[src/rtl/mem_stage_pkg.sv]
// Shared definitions for the MEM pipeline stage: funct3 size codes, FSM states,
// byte-enable constants and small lane helpers.
package mem_stage_pkg;

    typedef enum logic [1:0] {
        ST_IDLE = 2'd0,
        ST_BUS  = 2'd1,
        ST_DONE = 2'd2
    } state_e;

    localparam logic [2:0] F3_B  = 3'b000;
    localparam logic [2:0] F3_H  = 3'b001;
    localparam logic [2:0] F3_W  = 3'b010;
    localparam logic [2:0] F3_BU = 3'b100;
    localparam logic [2:0] F3_HU = 3'b101;

    localparam logic [1:0] SZ_B = 2'b00;
    localparam logic [1:0] SZ_H = 2'b01;
    localparam logic [1:0] SZ_W = 2'b10;

    localparam logic [3:0] BE_BYTE    = 4'b0001;
    localparam logic [3:0] BE_HALF_LO = 4'b0011;
    localparam logic [3:0] BE_HALF_HI = 4'b1100;
    localparam logic [3:0] BE_WORD    = 4'b1111;

    function automatic logic funct3_legal(input logic [2:0] f3);
        logic ok;
        case (f3)
            F3_B, F3_H, F3_W, F3_BU, F3_HU: ok = 1'b1;
            default:                        ok = 1'b0;
        endcase
        return ok;
    endfunction

    // Halfwords pick their lane from addr[1] only; words always cover all lanes.
    function automatic logic [3:0] byte_enable(input logic [2:0] f3, input logic [1:0] off);
        logic [3:0] be;
        case (f3[1:0])
            SZ_B:    be = BE_BYTE << off;
            SZ_H:    be = off[1] ? BE_HALF_HI : BE_HALF_LO;
            SZ_W:    be = BE_WORD;
            default: be = 4'b0000;
        endcase
        return be;
    endfunction

    function automatic logic [31:0] store_lanes(input logic [2:0] f3, input logic [31:0] wdata);
        logic [31:0] lanes;
        case (f3[1:0])
            SZ_B:    lanes = {4{wdata[7:0]}};
            SZ_H:    lanes = {2{wdata[15:0]}};
            default: lanes = wdata;
        endcase
        return lanes;
    endfunction

    function automatic logic is_misaligned(input logic [2:0] f3, input logic [1:0] off);
        logic mis;
        case (f3[1:0])
            SZ_H:    mis = off[0];
            SZ_W:    mis = (off != 2'b00);
            default: mis = 1'b0;
        endcase
        return mis;
    endfunction

endpackage

[src/rtl/mem_access_stage_load_extend.sv]
// Combinational load aligner: picks the addressed byte/halfword lane out of the
// raw bus word and sign- or zero-extends it according to funct3.
module load_extend
    import mem_stage_pkg::*;
(
    input  logic [31:0] rdata,
    input  logic [1:0]  offset,
    input  logic [2:0]  funct3,
    output logic [31:0] result
);

    logic [7:0]  byte_s;
    logic [15:0] half_s;

    // Lane select followed by extension.
    always_comb begin
        case (offset)
            2'b00:   byte_s = rdata[7:0];
            2'b01:   byte_s = rdata[15:8];
            2'b10:   byte_s = rdata[23:16];
            2'b11:   byte_s = rdata[31:24];
            default: byte_s = 8'h00;
        endcase
        half_s = offset[1] ? rdata[31:16] : rdata[15:0];
        case (funct3)
            F3_B:    result = {{24{byte_s[7]}}, byte_s};
            F3_H:    result = {{16{half_s[15]}}, half_s};
            F3_W:    result = rdata;
            F3_BU:   result = {24'h000000, byte_s};
            F3_HU:   result = {16'h0000, half_s};
            default: result = 32'h0000_0000;
        endcase
    end

endmodule

[src/rtl/mem_access_stage.sv]
// MEM pipeline stage: runs loads/stores over a req/ready data bus and emits the MEMWB bundle.
// Optional build macro MEM_MISALIGN_TRAP_EN turns misaligned H/W accesses into flagged pass-throughs.
module mem_access_stage
    import mem_stage_pkg::*;
#(
    parameter int AW = 32,
    parameter int DW = 32
) (
    input  logic          clk,
    input  logic          rst_n,
    input  logic          in_valid,
    input  logic          MemRead_i,
    input  logic          MemWrite_i,
    input  logic          RegWrite_i,
    input  logic          MemtoReg_i,
    input  logic [2:0]    funct3_i,
    input  logic [31:0]   ALUResult_i,
    input  logic [DW-1:0] wdata_i,
    input  logic [4:0]    rd_i,
    output logic          stall_o,
    output logic          mem_req_o,
    output logic          mem_we_o,
    output logic [AW-1:0] mem_addr_o,
    output logic [3:0]    mem_be_o,
    output logic [DW-1:0] mem_wdata_o,
    input  logic          mem_ready_i,
    input  logic [DW-1:0] mem_rdata_i,
    output logic          out_valid_o,
    output logic          RegWrite_o,
    output logic          MemtoReg_o,
    output logic [DW-1:0] data_o,
    output logic [31:0]   ALUResult_o,
    output logic [4:0]    rd_o,
    output logic          misalign_o
);

    state_e state_r;
    state_e state_nx_s;

    logic is_mem_s;
    logic illegal_s;
    logic misalign_s;
    logic bus_go_s;
    logic accept_s;
    logic stall_s;

    logic          req_r;
    logic          we_r;
    logic [AW-1:0] addr_r;
    logic [3:0]    be_r;
    logic [31:0]   wdata_r;
    logic [2:0]    f3_r;
    logic [1:0]    off_r;

    logic        pend_regwrite_r;
    logic        pend_memtoreg_r;
    logic [31:0] pend_alu_r;
    logic [4:0]  pend_rd_r;

    logic        out_valid_r;
    logic        regwrite_r;
    logic        memtoreg_r;
    logic        misalign_r;
    logic [31:0] data_r;
    logic [31:0] alu_r;
    logic [4:0]  rd_r;

    logic [31:0] load_ext_s;

    load_extend u_load_extend (
        .rdata  (mem_rdata_i),
        .offset (off_r),
        .funct3 (f3_r),
        .result (load_ext_s)
    );

    // Classify the incoming bundle.
    always_comb begin
        is_mem_s  = MemRead_i | MemWrite_i;
        illegal_s = (MemRead_i & MemWrite_i) | ~funct3_legal(funct3_i);
`ifdef MEM_MISALIGN_TRAP_EN
        misalign_s = is_mem_s & ~illegal_s & is_misaligned(funct3_i, ALUResult_i[1:0]);
`else
        misalign_s = 1'b0;
`endif
        bus_go_s = is_mem_s & ~illegal_s & ~misalign_s;
        accept_s = (state_r == ST_IDLE) & in_valid;
    end

    // FSM state register.
    always_ff @(posedge clk or negedge rst_n) begin
        if (!rst_n) begin
            state_r <= ST_IDLE;
        end else begin
            state_r <= state_nx_s;
        end
    end

    // Illegal/misaligned memory ops go through DONE so the held bundle is consumed exactly once.
    always_comb begin
        state_nx_s = state_r;
        case (state_r)
            ST_IDLE: begin
                if (accept_s && is_mem_s) begin
                    state_nx_s = bus_go_s ? ST_BUS : ST_DONE;
                end else begin
                    state_nx_s = ST_IDLE;
                end
            end
            ST_BUS: begin
                if (mem_ready_i) begin
                    state_nx_s = ST_DONE;
                end else begin
                    state_nx_s = ST_BUS;
                end
            end
            ST_DONE: state_nx_s = ST_IDLE;
            default: state_nx_s = ST_IDLE;
        endcase
    end

    // Stall is released in DONE so upstream advances past the completed bundle.
    always_comb begin
        stall_s = 1'b0;
        case (state_r)
            ST_IDLE: stall_s = in_valid & is_mem_s;
            ST_BUS:  stall_s = 1'b1;
            ST_DONE: stall_s = 1'b0;
            default: stall_s = 1'b0;
        endcase
    end

    // Bus request registers and MEMWB bundle registers.
    always_ff @(posedge clk or negedge rst_n) begin
        if (!rst_n) begin
            req_r           <= 1'b0;
            we_r            <= 1'b0;
            addr_r          <= {AW{1'b0}};
            be_r            <= 4'b0000;
            wdata_r         <= 32'h0000_0000;
            f3_r            <= 3'b000;
            off_r           <= 2'b00;
            pend_regwrite_r <= 1'b0;
            pend_memtoreg_r <= 1'b0;
            pend_alu_r      <= 32'h0000_0000;
            pend_rd_r       <= 5'd0;
            out_valid_r     <= 1'b0;
            regwrite_r      <= 1'b0;
            memtoreg_r      <= 1'b0;
            misalign_r      <= 1'b0;
            data_r          <= 32'h0000_0000;
            alu_r           <= 32'h0000_0000;
            rd_r            <= 5'd0;
        end else begin
            case (state_r)
                ST_IDLE: begin
                    if (accept_s && bus_go_s) begin
                        req_r           <= 1'b1;
                        we_r            <= MemWrite_i;
                        addr_r          <= {ALUResult_i[AW-1:2], 2'b00};
                        be_r            <= byte_enable(funct3_i, ALUResult_i[1:0]);
                        wdata_r         <= store_lanes(funct3_i, wdata_i);
                        f3_r            <= funct3_i;
                        off_r           <= ALUResult_i[1:0];
                        pend_regwrite_r <= MemRead_i & RegWrite_i;
                        pend_memtoreg_r <= MemtoReg_i;
                        pend_alu_r      <= ALUResult_i;
                        pend_rd_r       <= rd_i;
                        out_valid_r     <= 1'b0;
                    end else if (accept_s) begin
                        out_valid_r <= 1'b1;
                        regwrite_r  <= is_mem_s ? 1'b0 : RegWrite_i;
                        memtoreg_r  <= MemtoReg_i;
                        misalign_r  <= misalign_s;
                        data_r      <= 32'h0000_0000;
                        alu_r       <= ALUResult_i;
                        rd_r        <= rd_i;
                    end else begin
                        out_valid_r <= 1'b0;
                    end
                end
                ST_BUS: begin
                    if (mem_ready_i) begin
                        req_r       <= 1'b0;
                        out_valid_r <= 1'b1;
                        regwrite_r  <= pend_regwrite_r;
                        memtoreg_r  <= pend_memtoreg_r;
                        misalign_r  <= 1'b0;
                        data_r      <= we_r ? 32'h0000_0000 : load_ext_s;
                        alu_r       <= pend_alu_r;
                        rd_r        <= pend_rd_r;
                    end else begin
                        out_valid_r <= 1'b0;
                    end
                end
                ST_DONE: begin
                    out_valid_r <= 1'b0;
                end
                default: begin
                    req_r       <= 1'b0;
                    out_valid_r <= 1'b0;
                end
            endcase
        end
    end

    assign stall_o     = stall_s;
    assign mem_req_o   = req_r;
    assign mem_we_o    = we_r;
    assign mem_addr_o  = addr_r;
    assign mem_be_o    = be_r;
    assign mem_wdata_o = wdata_r;
    assign out_valid_o = out_valid_r;
    assign RegWrite_o  = regwrite_r;
    assign MemtoReg_o  = memtoreg_r;
    assign data_o      = data_r;
    assign ALUResult_o = alu_r;
    assign rd_o        = rd_r;
    assign misalign_o  = misalign_r;

endmodule
[config.mk]
export PLATFORM = sky130hd
export DESIGN_NAME = mem_access_stage
export DESIGN_NICKNAME = d
export VERILOG_FILES = /design/src/rtl/mem_stage_pkg.sv /design/src/rtl/mem_access_stage_load_extend.sv /design/src/rtl/mem_access_stage.sv
export SDC_FILE = /design/constraint.sdc
export NUM_CORES = 1
export LEC_CHECK = 0
export CAP_MARGIN = 20
export CORE_AREA = 2 2 175 108
export DETAILED_ROUTE_END_ITERATION = 16
export DIE_AREA = 0 0 177 110
export HOLD_SLACK_MARGIN = 0.05
export PLACE_DENSITY = 0.8
export SYNTH_ARGS = -nofsm -noshare
export SYNTH_HDL_FRONTEND = slang
export SYNTH_SLANG_ARGS = --single-unit
[constraint.sdc]
create_clock -name clk -period 1.7 [get_ports clk]
set_input_delay 0.255 -clock clk [delete_from_list [all_inputs] [get_ports clk]]
set_output_delay 0.255 -clock clk [all_outputs]
set_load 0.01 [all_outputs]
* Word level (Yosys, flattened, before mapping) *
Index checks and enable logic that the tools add are counted.

cells by class
  equal/unequal tests = 19
  shift operators = 1
  multiplexer cells = 44
  bitwise operators = 10
  reductions and logical operators = 12

operator list
  operator                                       number
  2-to-1 mux 32 bit                              7
  case mux 32 bit (2 select lines)               3
  case mux 32 bit (5 select lines)               1
  case mux 8 bit (4 select lines)                1
  2-to-1 mux 16 bit                              1
  2-to-1 mux 1 bit                               15
  2-to-1 mux 5 bit                               3
  == test 3 bit, second input constant           4
  case mux 4 bit (3 select lines)                1
  case mux 1 bit (2 select lines)                5
  case mux 5 bit (2 select lines)                1
  == test 2 bit, second input constant           4
  == test 2 x 1 -> 1 bit, second input constant  3
  == test 3 x 1 -> 1 bit, second input constant  2
  == test 3 x 2 -> 1 bit, second input constant  2
  zero test 2 bit                                3
  zero test 3 bit                                2
  2-to-1 mux 2 bit                               3
  inequality test 2 bit, second input constant   3
  bitwise AND 1 bit                              5
  OR reduction 5 bit                             1
  2-to-1 mux 4 bit                               1
  case mux 2 bit (2 select lines)                1
  AND reduction 4 bit                            1
  other kinds (9)                                13

word-level totals
  register bits after elaboration = 187

* Longest topological paths before layout *
  word-level depth = 10
  mapped depth = 8

* Hierarchy *
Synthesis repeated with hierarchy kept, for this count alone.

unflattened totals
  cells, all modules = 721
  area total of the unflattened synthesis = 7868.8 µm²

modules (own cells, without submodules)
  module            times used  cells an instance  area each (µm²)  sequential area each (µm²)
  mem_access_stage  1           598                6932.9           3853.7
  load_extend       1           123                935.9            0.0

* Worst setup path after synthesis *
OpenSTA, ideal clock, no wires.

  path type = flip-flop to flip-flop
  start point = register state_r[1]
  end point = register alu_r[29] (netlist: ALUResult_o[29])
  arrival time = 1.675 ns
  path slack = -0.103 ns
  stages on the path, launching flop included = 6
  cells stage by stage = dfrtp_1 > nor2b_1 > clkbuf_1 > clkbuf_1 > mux2_2 > mux2_1

between the ends
  longest elaborated chain between the ends = 5
  elaborated cells on any way between the ends = 10
  those cells by class = eq/ne (4); mux (1); bitwise (1); reduce/logical (4)

RTL lines
  element                          line                                             source
  start, declared                  mem_access_stage.sv:37                           state_e state_r;
  start signal, assigned           mem_access_stage.sv:95                           state_r <= state_nx_s;
  zero test 2 bit                  mem_access_stage.sv:87, mem_access_stage.sv:155
  bitwise AND 1 bit                mem_access_stage.sv:87                           accept_s = (state_r == ST_IDLE) & in_valid;
  logical AND 1 bit                mem_access_stage.sv:157                          if (accept_s && bus_go_s) begin
  inequality test 2 bit (no line)  -
  AND reduction 4 bit (no line)    -
  end signal, assigned             mem_access_stage.sv:176                          alu_r <= ALUResult_i;
  end signal, assigned             mem_access_stage.sv:190                          alu_r <= pend_alu_r;
  end, declared                    mem_access_stage.sv:65                           logic [31:0] alu_r;

Parallel ways exist; a longest one is shown, timed or not.
A chain may end at the register's enable or synchronous reset.

* Final worst setup path *
  start point = register off_r[0]
  end point = register data_r[30] (netlist: data_o[30])

between the ends
  longest elaborated chain between the ends = 6
  elaborated cells on any way between the ends = 9
  those cells by class = eq/ne (3); mux (5); reduce/logical (1)

RTL lines
  element                                      line                                source
  start, declared                              mem_access_stage.sv:53              logic [1:0] off_r;
  start signal, assigned                       mem_access_stage.sv:164             off_r <= ALUResult_i[1:0];
  == test 2 bit, or another cell as far along  mem_access_stage_load_extend.sv:17  case (offset)
  case mux 8 bit (4 select lines) (*)          mem_access_stage_load_extend.sv:17
  case mux 32 bit (5 select lines) (*)         mem_access_stage_load_extend.sv:25  case (funct3)
  2-to-1 mux 32 bit (*)                        mem_access_stage.sv:189             data_r <= we_r ? 32'h0000_0000 : load_ext_s;
  2-to-1 mux 32 bit (*)                        mem_access_stage.sv:183             if (mem_ready_i) begin
  case mux 32 bit (2 select lines) (*)         mem_access_stage.sv:155             case (state_r)
  end signal, assigned                         mem_access_stage.sv:189
  end, declared                                mem_access_stage.sv:64              logic [31:0] data_r;

Every way passes the cells marked *; elsewhere a longest branch is shown, timed or not. The select of a mux whose other input is x is not followed.

==> results.md <==
* Status: finished clean
* Reg2reg path depth at 5
* Top-count cell post-synth: dfrtp_1
* Htree depth at 4
* Worst Tran Pin Value at 0.505 ns
* Final Slew Violations at 0
* Final Instance Area at 0.0112 mm²
* Rows at 38
* Max VDD drop at 741 µV
* Gp weighted congestion at 0.825
* Share of cells above drive strength 1 at between 20% and 30%
* Yosys top cell by area: dfrtp_1
* RSZ-0062 raised after global routing: true
* Die area at roughly 0.019 mm²
* TritonRoute pass-1 iters at 4
* Launch point of the worst hold path: MemWrite_i
* CP Max Fanout at 16
* Largest net degree at the start of global routing at 59
* Rel. slew slack at 66.3%
* Register area share after synthesis at 53.3%
* Most frequent cells after synthesis: 154 x dfrtp_1, 104 x mux2_2, 50 x o21ai_0, 47 x nand2_1, 40 x mux2i_1
* Warnings from Yosys at 0
* Worst Hold End: mem_we_o$_DFFE_PN0P_
* WHS Path Cells at 2
* Post-DRT Antenna Nets at 0
* 1st-iter DRT viols at around 340
* Crit path kind: reg -> reg
* Synth Instances at slightly below 600
* Final WL at 22.3 mm
* CP Data Arrival Time at 1.98 ns
* Hpwl dp at 15.3 mm
* Post-synthesis async set-or-reset flop share at 100%
* Power Dens Cells at around 1400 mW/mm²
* Sink Count at 154
* Initial antenna violation count at 0
* P&R area growth vs syn at 55.0%
* Post-Layout Cell Count at approximately 1100
* Mapped Area at 0.00723 mm²
* # fillers at between 1000 and 1500
* Worst hold path class: in -> reg
* DRC Markers at 0
* Clock Skew at 0.0140 ns
* RR Startpoint: off_r[0]$_DFFE_PN0P_
* Initial Util at approximately two fifths
* Clock buffer depth at 2
* Number of port buffers at 252
* Worst EP required at between 1.5 and 2 ns
* CTS tree: yes
* N_diodes at 0
* Total Power at 16.2 mW
* Vias in the first global route at 5939
* Synthesized flop and latch total at 154
* Setup slack, reg-to-reg at 0.002 ns
* Total leakage power at 4.85 nW
* Synth top area share at 53.3%
* Logic gate share of total power at 42.1%
* FF+latch area at 0.00386 mm²
* Die width at between 150 and 200 µm
* Psw at just over 5 mW
* Max cap viols at 0
* Total GRT Usage at 21.7%
* Die H at 110 µm
* Root Driver: clkbuf_16
* Area occupied by multi-input gates at ~0.0032 mm²
* Clk Latency, worst-skew pair at 0.41 ns
* Period utilization at 99.9%
* DP Area at 0.0103 mm²
* Clk network pwr share at 21.9%
* Sequential Power Share at a little over a third
* Fmax at 589 MHz
* Worst setup margin at 0.00203 ns
* Cell internal pwr at 11.0 mW
* Sw Ratio at between 30% and 40%
* CP endpoint kind: flip-flop
* CORE AREA at 0.0178 mm²
* Mean Syn Cell Area at 12.5 µm²
* Area contributors post-synth: dfrtp_1 53%, mux2_2 16%, mux2i_1 5.5%
* Via count at 5745
* # nets final at 981
* Post-synth top flop: dfrtp_1
* GRT Residual Overflow at 0
* Setup tns final at 0 ns
* Setup-failing EPs final at 0
* Number of library cell types mapped by synthesis at 37
* Io pins at between 200 and 300
* TritonCTS Buffers at 17
* Inst Count DP at 1072
* Clock Pin Slew Worst Setup and Hold Paths at 0.07 ns
* Number of synthesized flops with an enable pin at 0
* Hold Fails Final Rpt at 0
* Post-layout min period at around 1.7 ns
* Setup crit start kind: flip-flop
* R2R Path End: data_o[30]$_DFFE_PN0P_
* First-pass GRT wire length at approximately 33 mm
* DR WL/cell at about 20 µm
* Vias per inst at 5.12
* Place WS at -0.382 ns
state kept, by name, indices dropped and copies added, names as in the netlist, 2 cells and up:
signal,flops
data_o,32
ALUResult_o,32
mem_be_o,4
state_r,2
pend_alu_r,30
f3_r,3
mem_wdata_o,32
rd_o,5
pend_rd_r,5
cell type report:
cell class	instances	area share, %
well taps	240	2.68
clock buffers	19	3.86
flip-flops and latches	154	34.4
clock inverters	13	0.982
repair buffers	313	29.0
inverters	16	0.580
multi-input cells	367	28.5
placed cells by master, fill, tap and decap left out, drive strengths merged:
master	instances
o21bai	1
and4b	2
dlymetal6s2s	3
nand2b	3
clkinv	4
a22o	1
a221o	24
dfrtp	154
nand3	2
dlygate4sd3	1
o211ai	8
or2	1
nand4bb	1
o31ai	1
a21o	1
mux2i	40
o21ai	51
nand2	47
buf	55
a22oi	8
a21oi	13
a2bb2oi	7
clkinvlp	4
clkbuf	26
nor2	14
nor3b	4
clkdlybuf4s50	247
nor3	1
xor2	1
inv	21
mux2	129
nor2b	4
conb	3
worst max-delay path by stage:
stage | startpoint | to
after floorplan | state_r[1]$_DFF_PN0_ | MemtoReg_o$_DFFE_PN0P_
after global placement | funct3_i[0] | rd_o[2]$_DFFE_PN0P_
after detailed placement | mem_rdata_i[23] | data_o[19]$_DFFE_PN0P_
after CTS | state_r[0]$_DFF_PN0_ | ALUResult_o[30]$_DFFE_PN0P_
after global routing | off_r[0]$_DFFE_PN0P_ | data_o[19]$_DFFE_PN0P_
final | off_r[0]$_DFFE_PN0P_ | data_o[30]$_DFFE_PN0P_
worst max-delay path, cell delays in order (launching register included):
cell     delay (ns)
dfrtp_1        0.43
mux2_4         0.32
a22oi_2        0.30
a21oi_4        0.10
buf_12         0.16
a221o_1        0.27
power by group through the flow:
stage | sequential, mW | combinational, mW | clock (mW)
4_1_cts | 5.82 | 6.54 | 3.64
5_1_grt | 5.99 | 7.29 | 3.82
2_1_floorplan | 6.25 | 2.33 | 0
6_report | 5.83 | 6.81 | 3.55
3_5_place_dp | 5.86 | 6.48 | 0
3_3_place_gp | 5.81 | 6.36 | 0
per-layer routing:
metal  global-route usage (%)  up-vias  wire [µm]
li1                         -     2681          -
met1                     29.5     2807      10300
met2                     33.7      243       9640
met3                     7.72       14       2190
met4                     4.31        0        136
met5                        0        -          0
timing repair:
item	CTS	global route
cloned	0	11
hold endpoints to repair	40	0
setup buffers	0	6
setup endpoints to repair	39	66
resized for setup	10	23
pin swaps	0	7
hold buffers	1	0
cell families (layout without fill, tap and decap cells):
kind of cell              after synthesis  after routing  synth area share [%]
AOI/OAI and AO/OA                     115            115                  10.9
xor gates and xnor gates                1              1                 0.121
muxes                                 169            169                  26.7
DFF                                   154            154                  53.3
buffers and inverters                  59            361                  3.93
other                                   1              3                0.0519
and+or+nand+nor                        79             79                  5.05
stage by stage:
step / utilization, % / hold WS [ns]
2_1_floorplan: - / -0.0406
3_3_place_gp: 57.7 / 0.243
3_5_place_dp: 57.7 / 0.247
4_1_cts: 60.9 / 0.364
5_1_grt: 62.9 / 0.213
6_report: 62.9 / 0.218
No activity file was read; power rests on OpenSTA's default activity.
